### src/rtl/debounce_sync.sv
// debounce_sync: synchronizer chain followed by a counter-based debounce FSM.
// Produces a clean registered level q plus optional one-cycle rise/fall strobes.
// Build option: define DEBOUNCE_SYNC_EDGE_EN to compile in the rise/fall strobe
// registers; without it both strobe ports are tied to 1'b0.
// Handshake: none. d_in is a free-running level; q/rise/fall are plain
// registered outputs with no valid/ready qualification.
module debounce_sync #(
    parameter int   SYNC_STAGES     = 2,
    parameter int   DEBOUNCE_CYCLES = 4,
    parameter logic RESET_LEVEL     = 1'b0
) (
    input  logic clk,
    input  logic reset,
    input  logic d_in,
    output logic q,
    output logic rise,
    output logic fall
);

    localparam int CW = $clog2(DEBOUNCE_CYCLES + 1);
    localparam logic [CW-1:0] CNT_MAX = CW'(DEBOUNCE_CYCLES);
    localparam logic [CW-1:0] CNT_ONE = CW'(1);

    typedef enum logic [1:0] {
        ST_LO   = 2'd0,
        WAIT_HI = 2'd1,
        ST_HI   = 2'd2,
        WAIT_LO = 2'd3
    } state_e;

    localparam state_e ST_RESET = RESET_LEVEL ? ST_HI : ST_LO;

    logic [SYNC_STAGES-1:0] sync_q;
    logic                   s;
    state_e                 state_q, state_d;
    logic [CW-1:0]          cnt_q, cnt_d;
    logic [CW-1:0]          cnt_inc;
    logic                   q_q, q_d;

    // Synchronizer chain: d_in enters at bit 0, s is the last stage.
    always_ff @(posedge clk or negedge reset) begin
        if (!reset) begin
            sync_q <= {SYNC_STAGES{RESET_LEVEL}};
        end else begin
            sync_q <= {sync_q[SYNC_STAGES-2:0], d_in};
        end
    end

    assign s = sync_q[SYNC_STAGES-1];

    // The counter is always zero in the stable states, so the same increment
    // serves the first qualifying edge (including the DEBOUNCE_CYCLES=1 case).
    assign cnt_inc = cnt_q + CNT_ONE;

    // Next-state logic: qualify a new level of s for DEBOUNCE_CYCLES edges.
    always_comb begin
        state_d = state_q;
        cnt_d   = cnt_q;
        q_d     = q_q;
        unique case (state_q)
            ST_LO: begin
                if (s) begin
                    if (cnt_inc == CNT_MAX) begin
                        state_d = ST_HI;
                        q_d     = 1'b1;
                        cnt_d   = '0;
                    end else begin
                        state_d = WAIT_HI;
                        cnt_d   = cnt_inc;
                    end
                end
            end
            WAIT_HI: begin
                if (!s) begin
                    state_d = ST_LO;
                    cnt_d   = '0;
                end else if (cnt_inc == CNT_MAX) begin
                    state_d = ST_HI;
                    q_d     = 1'b1;
                    cnt_d   = '0;
                end else begin
                    cnt_d = cnt_inc;
                end
            end
            ST_HI: begin
                if (!s) begin
                    if (cnt_inc == CNT_MAX) begin
                        state_d = ST_LO;
                        q_d     = 1'b0;
                        cnt_d   = '0;
                    end else begin
                        state_d = WAIT_LO;
                        cnt_d   = cnt_inc;
                    end
                end
            end
            WAIT_LO: begin
                if (s) begin
                    state_d = ST_HI;
                    cnt_d   = '0;
                end else if (cnt_inc == CNT_MAX) begin
                    state_d = ST_LO;
                    q_d     = 1'b0;
                    cnt_d   = '0;
                end else begin
                    cnt_d = cnt_inc;
                end
            end
            default: begin
                state_d = ST_RESET;
                cnt_d   = '0;
            end
        endcase
    end

    // FSM state, qualification counter and debounced level registers.
    always_ff @(posedge clk or negedge reset) begin
        if (!reset) begin
            state_q <= ST_RESET;
            cnt_q   <= '0;
            q_q     <= RESET_LEVEL;
        end else begin
            state_q <= state_d;
            cnt_q   <= cnt_d;
            q_q     <= q_d;
        end
    end

    assign q = q_q;

`ifdef DEBOUNCE_SYNC_EDGE_EN
    logic rise_q, fall_q;

    // Strobes register alongside q, so they are high exactly in the cycle q changes.
    always_ff @(posedge clk or negedge reset) begin
        if (!reset) begin
            rise_q <= 1'b0;
            fall_q <= 1'b0;
        end else begin
            rise_q <= q_d & ~q_q;
            fall_q <= ~q_d & q_q;
        end
    end

    assign rise = rise_q;
    assign fall = fall_q;
`else
    assign rise = 1'b0;
    assign fall = 1'b0;
`endif

endmodule
### config.mk
export PLATFORM = sky130hd
export DESIGN_NAME = debounce_sync
export DESIGN_NICKNAME = d
export VERILOG_FILES = /design/src/rtl/debounce_sync.sv
export SDC_FILE = /design/constraint.sdc
export NUM_CORES = 1
export LEC_CHECK = 0
export ABC_CLOCK_PERIOD_IN_PS = 2450
export CAP_MARGIN = 20
export CORE_AREA = 2 2 39 41
export DETAILED_ROUTE_END_ITERATION = 6
export DIE_AREA = 0 0 41 43
export PLACE_DENSITY = 0.52
export REMOVE_ABC_BUFFERS = 1
export SLEW_MARGIN = 15
export SYNTH_ARGS = -nofsm -noshare
export SYNTH_HDL_FRONTEND = slang
export SYNTH_SLANG_ARGS = --single-unit
### constraint.sdc
create_clock -name clk -period 2.45 [get_ports clk]
set_clock_uncertainty 0.15 [all_clocks]
set_input_delay 0.245 -clock clk [delete_from_list [all_inputs] [get_ports clk]]
set_output_delay 0.245 -clock clk [all_outputs]
set_load 0.1 [all_outputs]
Yosys cells after proc, flatten, opt, wreduce, memory -nomap -nowiden --
Cells that the tools add are included.
Cells by class: mux-type cells 20, reductions and logical operators 6, equal/unequal tests 12, add/subtract/negate cells 1
Operators by type and width (count):
- two-way mux 2 bit | 8
- two-way mux 3 bit | 5
- case mux 3 bit (4 select lines) | 1
- case mux 2 bit (4 select lines) | 1
- AND reduction 4 bit | 2
- inequality test 2 x 1 -> 1 bit, second input constant | 3
- inequality test 2 bit, second input constant | 3
- inequality test 3 bit, second input constant | 2
- == test 2 bit, second input constant | 2
- two-way mux 1 bit | 4
- OR reduction 2 bit | 2
- adder 3 x 1 -> 3 bit, second input constant | 1
- == test 3 bit, second input constant | 1
- == test 2 x 1 -> 1 bit, second input constant | 1
- logical NOT 2 bit | 1
- case mux 1 bit (2 select lines) | 1
- AND reduction 2 bit | 1
Word-level totals: register bits after elaboration 8, word-level logic and storage cells 43, bits of input ports 3, output and inout bits 3

Logic depth before layout (Yosys ltp) --
Gate-level depths: netlist of the first run.
depth in word-level cells 5, mapped depth 5

Least setup slack after synthesis of the first run --
OpenSTA, ideal clock, no wires.
kind reg2reg, from register q (netlist name), to register q_q (netlist: q), cell stages (with the launch flop) 3, library setup time 83 ps, setup slack 1036 ps, required time 2217 ps, buffers on the path 0, arrival time 1180 ps, cells stage by stage dfrtp_1 -> o21ai_0 -> o21ai_0
RTL lines:
- end signal: assignment | line 125 | q_q <= q_d;
- end: declaration | line 38 | logic q_q, q_d;

Worst setup path in the final report of the first run --
from register cnt_q[0], to register q_q (netlist: q)
On the way: cells in the longest elaborated chain, start to end 4
Ends and longest elaborated chain:
- start: declaration | line 36 | logic [CW-1:0] cnt_q, cnt_d;
- start signal: assignment | line 124 | cnt_q <= cnt_d;
- adder 3 x 1 -> 3 bit (*) | line 53 | assign cnt_inc = cnt_q + CNT_ONE;
- == test 3 bit (*)
- inequality test 2 x 1 -> 1 bit (no source line)
- AND reduction 4 bit (no source line) (*)
Mark *: on every way between the ends. The rest lies on a longest branch, timed or not. A chain may end at the register's enable or synchronous reset.

==> out/summary.txt, run 1 <==
Clock Latency Late Sink: 250 ps
Largest net degree at the start of global routing: 9
Register area share after synthesis: 52.12%
Placed wire-length estimate: 396.8 um
Dpl cell area: 420.4 sq um
Area of the core: 1384 sq um
IO Count: 6
PD cells: 1050 nW/um^2
Delay-heaviest family, CP: adder cells
Synth Warn #: 0
Period minus WS final: 1324 ps
Worst hold path type: in2async
Max Slew Vio Count: 0
Design area: 442.9 sq um
P&R area growth vs syn: 15.31%
Max-cap violations: 0
Flop pwr share: 43.4%
Final worst slack: 1126 ps
Int Pwr: 286.0 uW
Root buf cell: clkbuf_4
LEAKAGE: 0.1972 nW
DRT Pass-1 Iters: 4
RD Place Congestion: 0.6847
Main combinational cell family by area after synthesis: adder cells
Total power draw: 465.1 uW
Sw Ratio: 38.51%
IO Port Bufs: 3
Wirelength per Cell: 8.965 um
Avg Cell Area, Syn: 10.67 sq um
Nets: 50
CP arrival: 1300 ps
Setup violations, final: 0
CTS tree: yes
Register bit total from synthesis: 8
Critical path type: reg2reg
Crit-path most repeated cell: ha_1
Buffers and inverters on the worst path: 0
Unique masters post-synth: 14
Post-Synth XOR/XNOR Area: 4.235%
Clock network power share: 20.9%
Kind of start point of the critical path: register
CTS H-tree lvls: 1
Setup_tns: 0 ps
CP Max Fanout: 4
Initial antenna violation count: 0
Worst path slowest cell: dfrtp_1
Cell Count Post-Placement: 54
Total Routing Usage GR: 7.849%
Simple-gate area share of the yosys netlist: 10.10%
Switch Pwr: 179.1 uW
Area of the die: 1763 sq um
Peak supply drop: 0.4358 mV
Comb pwr share: 35.7%
Cell count after synthesis: 36
Fin crit share: 54.05%
Data required, critical path: 2430 ps
Post-CTS setup buffer count: 0
Final non-filler cell total: 57
Delay of the slowest critical-path stage: 370 ps
Share of layout cells above drive strength 1: 12.20%
# rows: 14
Mapped cell area: 384.1 sq um
FF-to-FF setup slack: 1130 ps
Clock slew at reported path FFs: 50 ps
Commonest non-fill, non-tap cell in the layout: dfrtp_1
Resized Gates After CTS: 0
Global-route wire length before repair: 883 um
CP Capture Type: register
1st-iter DRT viols: 4
Place WS: 1123 ps
Most frequent cells in the layout: dfrtp_1 (8), inv_1 (4), ha_1 (4)
Mux cell area share after synthesis: 0%
Post-DRT Antenna Nets: 0
Initial Util: 27.76%
Cts hold-fix bufs: 0
Fmax: 755.1 MHz
Via density: 4.070
Adder-Cell Fraction of Synth Area: 13.03%
DRC viols: 0
Vias in the first global route: 224
Cts bufs inserted: 3
Antenna diodes: 0
Die Wd: 41 um
Clk sinks: 8
Fin. Hold Viols: 0
CTS Buffer Depth: 2
Final wirelength: 511 um
Critical Path, Cell by Cell: ha_1 > ha_1 > a21oi_1 > o21ai_0
Global route total overflow: 0
RSZ-0062 raised after global routing: no
Compound-cell area share of the yosys netlist: 11.73%
Die height: 43 um
Run status: finished clean
Via Count: 232
-- kinds of logic after synthesis --
group | count (synthesis)
buffers and inverters | 6
adder cells (fa/ha/maj) | 4
AND/OR/NAND/NOR | 8
AO/OA/AOI/OAI | 8
other | 1
flip-flops | 8
XOR/XNOR | 1
-- final timing paths --
kind,start,endpoint,cells past startpoint
max reg2reg,cnt_q[0],q,4
min,reset,q,1
min reg2reg,sync_q[0],sync_q[1],0
max in group asynchronous,reset,cnt_q[1],1
min in group clk,sync_q[0],sync_q[1],0
max,cnt_q[0],q,4
-- power by group through the flow --
stage	clock network (mW)	registers [mW]	logic [mW]
after floorplan	0	0.225	0.109
after global placement	0	0.205	0.164
after detailed placement	0	0.204	0.168
after CTS	0.104	0.202	0.169
after global routing	0.112	0.208	0.187
final	0.0973	0.202	0.166
-- layer usage --
layer	vias to the layer above	track usage, %	routed length [um]
li1	122	-	-
met1	106	11.15	272
met2	4	9.063	224
met3	0	4.712	14
met4	0	4.000	0
met5	-	0	0
-- worst reg2reg max path: stages (launching register included) --
cell	delay, ps
dfrtp_1	370
ha_1	230
ha_1	230
a21oi_1	140
o21ai_0	70
-- synth_stat cells --
master | n | area share [%]
nand3_1 | 1 | 1.3
ha_1 | 4 | 13
conb_1 | 1 | 0.98
o21ai_0 | 3 | 3.9
nand2_1 | 3 | 2.9
inv_1 | 4 | 3.9
dfrtp_1 | 8 | 52
o31ai_1 | 2 | 3.9
xor2_2 | 1 | 4.2
nand2b_1 | 2 | 3.3
nor2_1 | 1 | 0.98
buf_4 | 2 | 3.9
a21oi_1 | 3 | 3.9
and3_1 | 1 | 1.6
-- state kept, by name (all words and copies together) (netlist names) --
name	flops
state_q	2
cnt_q	3
sync_q	2
q	1
-- stage by stage --
| stage | hold slack (ps) | util, % |
|---|---|---|
| after floorplan | -200.6 | - |
| after global placement | 184.2 | 30.38 |
| after detailed placement | 190.3 | 30.38 |
| after CTS | 125.0 | 32.01 |
| after global routing | 147.7 | 32.01 |
| final | 119.9 | 32.01 |
-- cell type report --
cell class                 instances  area (sq um)
clock buffer                       3         22.52
fill                             141         940.9
inverter                           4         15.01
multi-input combinational         23         157.7
sequential                         8         200.2
tap                               16         20.02
timing repair buffer               3         27.53
Note: power is estimated with default switching activity, not from simulation.
==> run 2: changes to the inputs <==
--- a/config.mk
+++ b/config.mk
@@ -5,12 +5,12 @@
 export SDC_FILE = /design/constraint.sdc
 export NUM_CORES = 1
 export LEC_CHECK = 0
-export ABC_CLOCK_PERIOD_IN_PS = 2450
+export ABC_CLOCK_PERIOD_IN_PS = 1100
 export CAP_MARGIN = 20
 export CORE_AREA = 2 2 39 41
 export DETAILED_ROUTE_END_ITERATION = 6
 export DIE_AREA = 0 0 41 43
-export PLACE_DENSITY = 0.52
+export PLACE_DENSITY = 0.54
 export REMOVE_ABC_BUFFERS = 1
 export SLEW_MARGIN = 15
 export SYNTH_ARGS = -nofsm -noshare
==> constraint.sdc (replaced) <==
create_clock -name clk -period 1.1 [get_ports clk]
set_clock_uncertainty 0.15 [all_clocks]
set_input_delay 0.11 -clock clk [delete_from_list [all_inputs] [get_ports clk]]
set_output_delay 0.11 -clock clk [all_outputs]
set_load 0.1 [all_outputs]
==> out/summary.txt, run 2 (synthesis results as in run 1) <==
Clock Latency Late Sink: 250 ps (about the same)
Kind of start point of the critical path: register (unchanged)
FF-to-FF setup slack: -160 ps (was 1130 ps)
RD Place Congestion: 0.6145 (was 0.6847)
Wirelength per Cell: 10.55 um (was 8.965 um)
CTS tree: yes (unchanged)
DRT Pass-1 Iters: 4 (unchanged)
Fin. Hold Viols: 8 (was 0)
CP arrival: 1240 ps (was 1300 ps)
Reg2reg start: cnt_q[0] (unchanged)
DRC viols: 0 (unchanged)
R2R Path End: state_q[1] (was q)
Max reg flops: 3 (unchanged)
Final non-filler cell total: 62 (was 57)
Nets: 55 (was 50)
Via Count: 269 (was 232)
Fin crit share: 114.4% (was 54.05%)
Final wirelength: 654 um (was 511 um)
Peak supply drop: 0.8200 mV (was 0.4358 mV)
Area of the core: 1384 sq um (unchanged)
Die height: 43 um (unchanged)
Largest net degree at the start of global routing: 9 (unchanged)
1st-iter DRT viols: 3 (was 4)
Initial Util: 27.76% (unchanged)
Cell Count Post-Placement: 58 (was 54)
LEAKAGE: 0.2464 nW (was 0.1972 nW)
Cts bufs inserted: 3 (unchanged)
Fmax: 794.5 MHz (was 755.1 MHz)
Most frequent cells in the layout: dfrtp_1 (8), buf_4 (5) (was dfrtp_1 (8), inv_1 (4), ha_1 (4))
Largest reg by FF count: cnt_q (unchanged)
Die Wd: 41 um (unchanged)
Fin util: 42.04% (was 32.01%)
Area of the die: 1763 sq um (unchanged)
Failing checks: negative hold slack, negative setup slack
CTS H-tree lvls: 1 (unchanged)
Commonest non-fill, non-tap cell in the layout: dfrtp_1 (unchanged)
Share of layout cells above drive strength 1: 47.83% (was 12.20%)
Final worst slack: -158.6 ps (was 1126 ps)
Via density: 4.339 (was 4.070)
Reg2Reg Depth: 4 (unchanged)
# rows: 14 (unchanged)
CTS Buffer Depth: 2 (unchanged)
Global-route wire length before repair: 1110 um (was 883 um)
Vias in the first global route: 261 (was 224)
P&R area growth vs syn: 51.47% (was 15.31%)
Root buf cell: clkbuf_4 (unchanged)
Data required, critical path: 1080 ps (was 2430 ps)
IO Port Bufs: 3 (unchanged)
Period minus WS final: 1259 ps (was 1324 ps)
Initial antenna violation count: 0 (unchanged)
Top flop regs: cnt_q: 3 flops, state_q: 2 flops, sync_q: 2 flops (unchanged)
Clk sinks: 8 (unchanged)
CP Capture Type: register (unchanged)
Total Routing Usage GR: 10.23% (was 7.849%)
RSZ-0062 raised after global routing: yes (was no)
Critical path type: reg2reg (unchanged)
Antenna diodes: 0 (unchanged)
Dpl cell area: 462.9 sq um (was 420.4 sq um)
Place WS: -228.7 ps (was 1123 ps)
Global route total overflow: 0 (unchanged)
Run status: complete, but fails checks (was finished clean)
Max Slew Vio Count: 0 (unchanged)
Fin Hold WS: -20.83 ps (was 119.9 ps)
IO Count: 6 (unchanged)
Setup_tns: -582.7 ps (was 0 ps)
Worst hold path type: in2async (unchanged)
Post-DRT Antenna Nets: 0 (unchanged)
CP Max Fanout: 4 (unchanged)
Max-cap violations: 0 (unchanged)
Design area: 581.8 sq um (was 442.9 sq um)
Setup violations, final: 6 (was 0)
Clock slew at reported path FFs: 60 ps (was 50 ps)
PD cells: 2344 nW/um^2 (was 1050 nW/um^2)
[run 2: cell count changes in the layout (fill, tap and decap cells not counted), moves of 3 or more]
cell | previous run | this run
o21ai_0 | 3 | 0
buf_4 | 1 | 5
ha_1 | 4 | 0
ha_4 | 0 | 3
o21ai_1 | 0 | 3
[run 2: area by class of cell]
cell class              count  area (sq um)
clock buffers               3         22.52
fillers                   130         802.0
inverters                   4         15.01
multi-input cells          23         246.5
flip-flops and latches      8         200.2
well taps                  16         20.02
repair buffers              8         77.57
[run 2: repair_timing]
action	4_1_cts	5_1_grt
endpoints found under the setup margin	7	7
endpoints found under the hold margin	8	0
setup buffers	2	0
pin swaps	4	4
gates resized for setup	16	4
[run 2: how the worst max path moves through the flow]
| stage | from | endpoint | slack, ps |
|---|---|---|---|
| final | cnt_q[0] | state_q[1] | -160 |
| after CTS | cnt_q[1] | state_q[1] | -140 |
| after detailed placement | cnt_q[0] | q | -230 |
| after global routing | cnt_q[0] | q | -200 |
| after global placement | cnt_q[0] | q | -200 |
| after floorplan | q | q | -310 |
[run 2: metal layers]
metal	vias up	part of all wire [%]	wire, um	GRT usage, %
met5	-	0	0	0
met4	0	1.2	8	12.00
met3	2	1.5	10	1.571
met2	4	54	352	13.13
met1	130	43	282	12.58
li1	133	-	-	-
[run 2: where the power goes]
| group | switching, mW | internal (mW) |
|---|---|---|
| registers | 0.115 | 0.381 |
| clock network | 0.0940 | 0.124 |
| logic | 0.317 | 0.333 |
| total | 0.525 | 0.838 |
[run 2: through the flow]
| stage | power, mW | hold WS [ps] |
|---|---|---|
| floorplan | 0.7440 | -335.6 |
| global placement | 0.9093 | 182.3 |
| detailed placement | 0.9183 | 184.7 |
| CTS | 1.331 | -13.97 |
| global route | 1.467 | 19.59 |
| finish | 1.364 | -20.83 |
[run 2: worst max-delay path: stages (launching register included)]
cell and delay [ps]:
dfrtp_1 410, ha_4 190, ha_4 180, a21oi_1 150, nor2_1 60
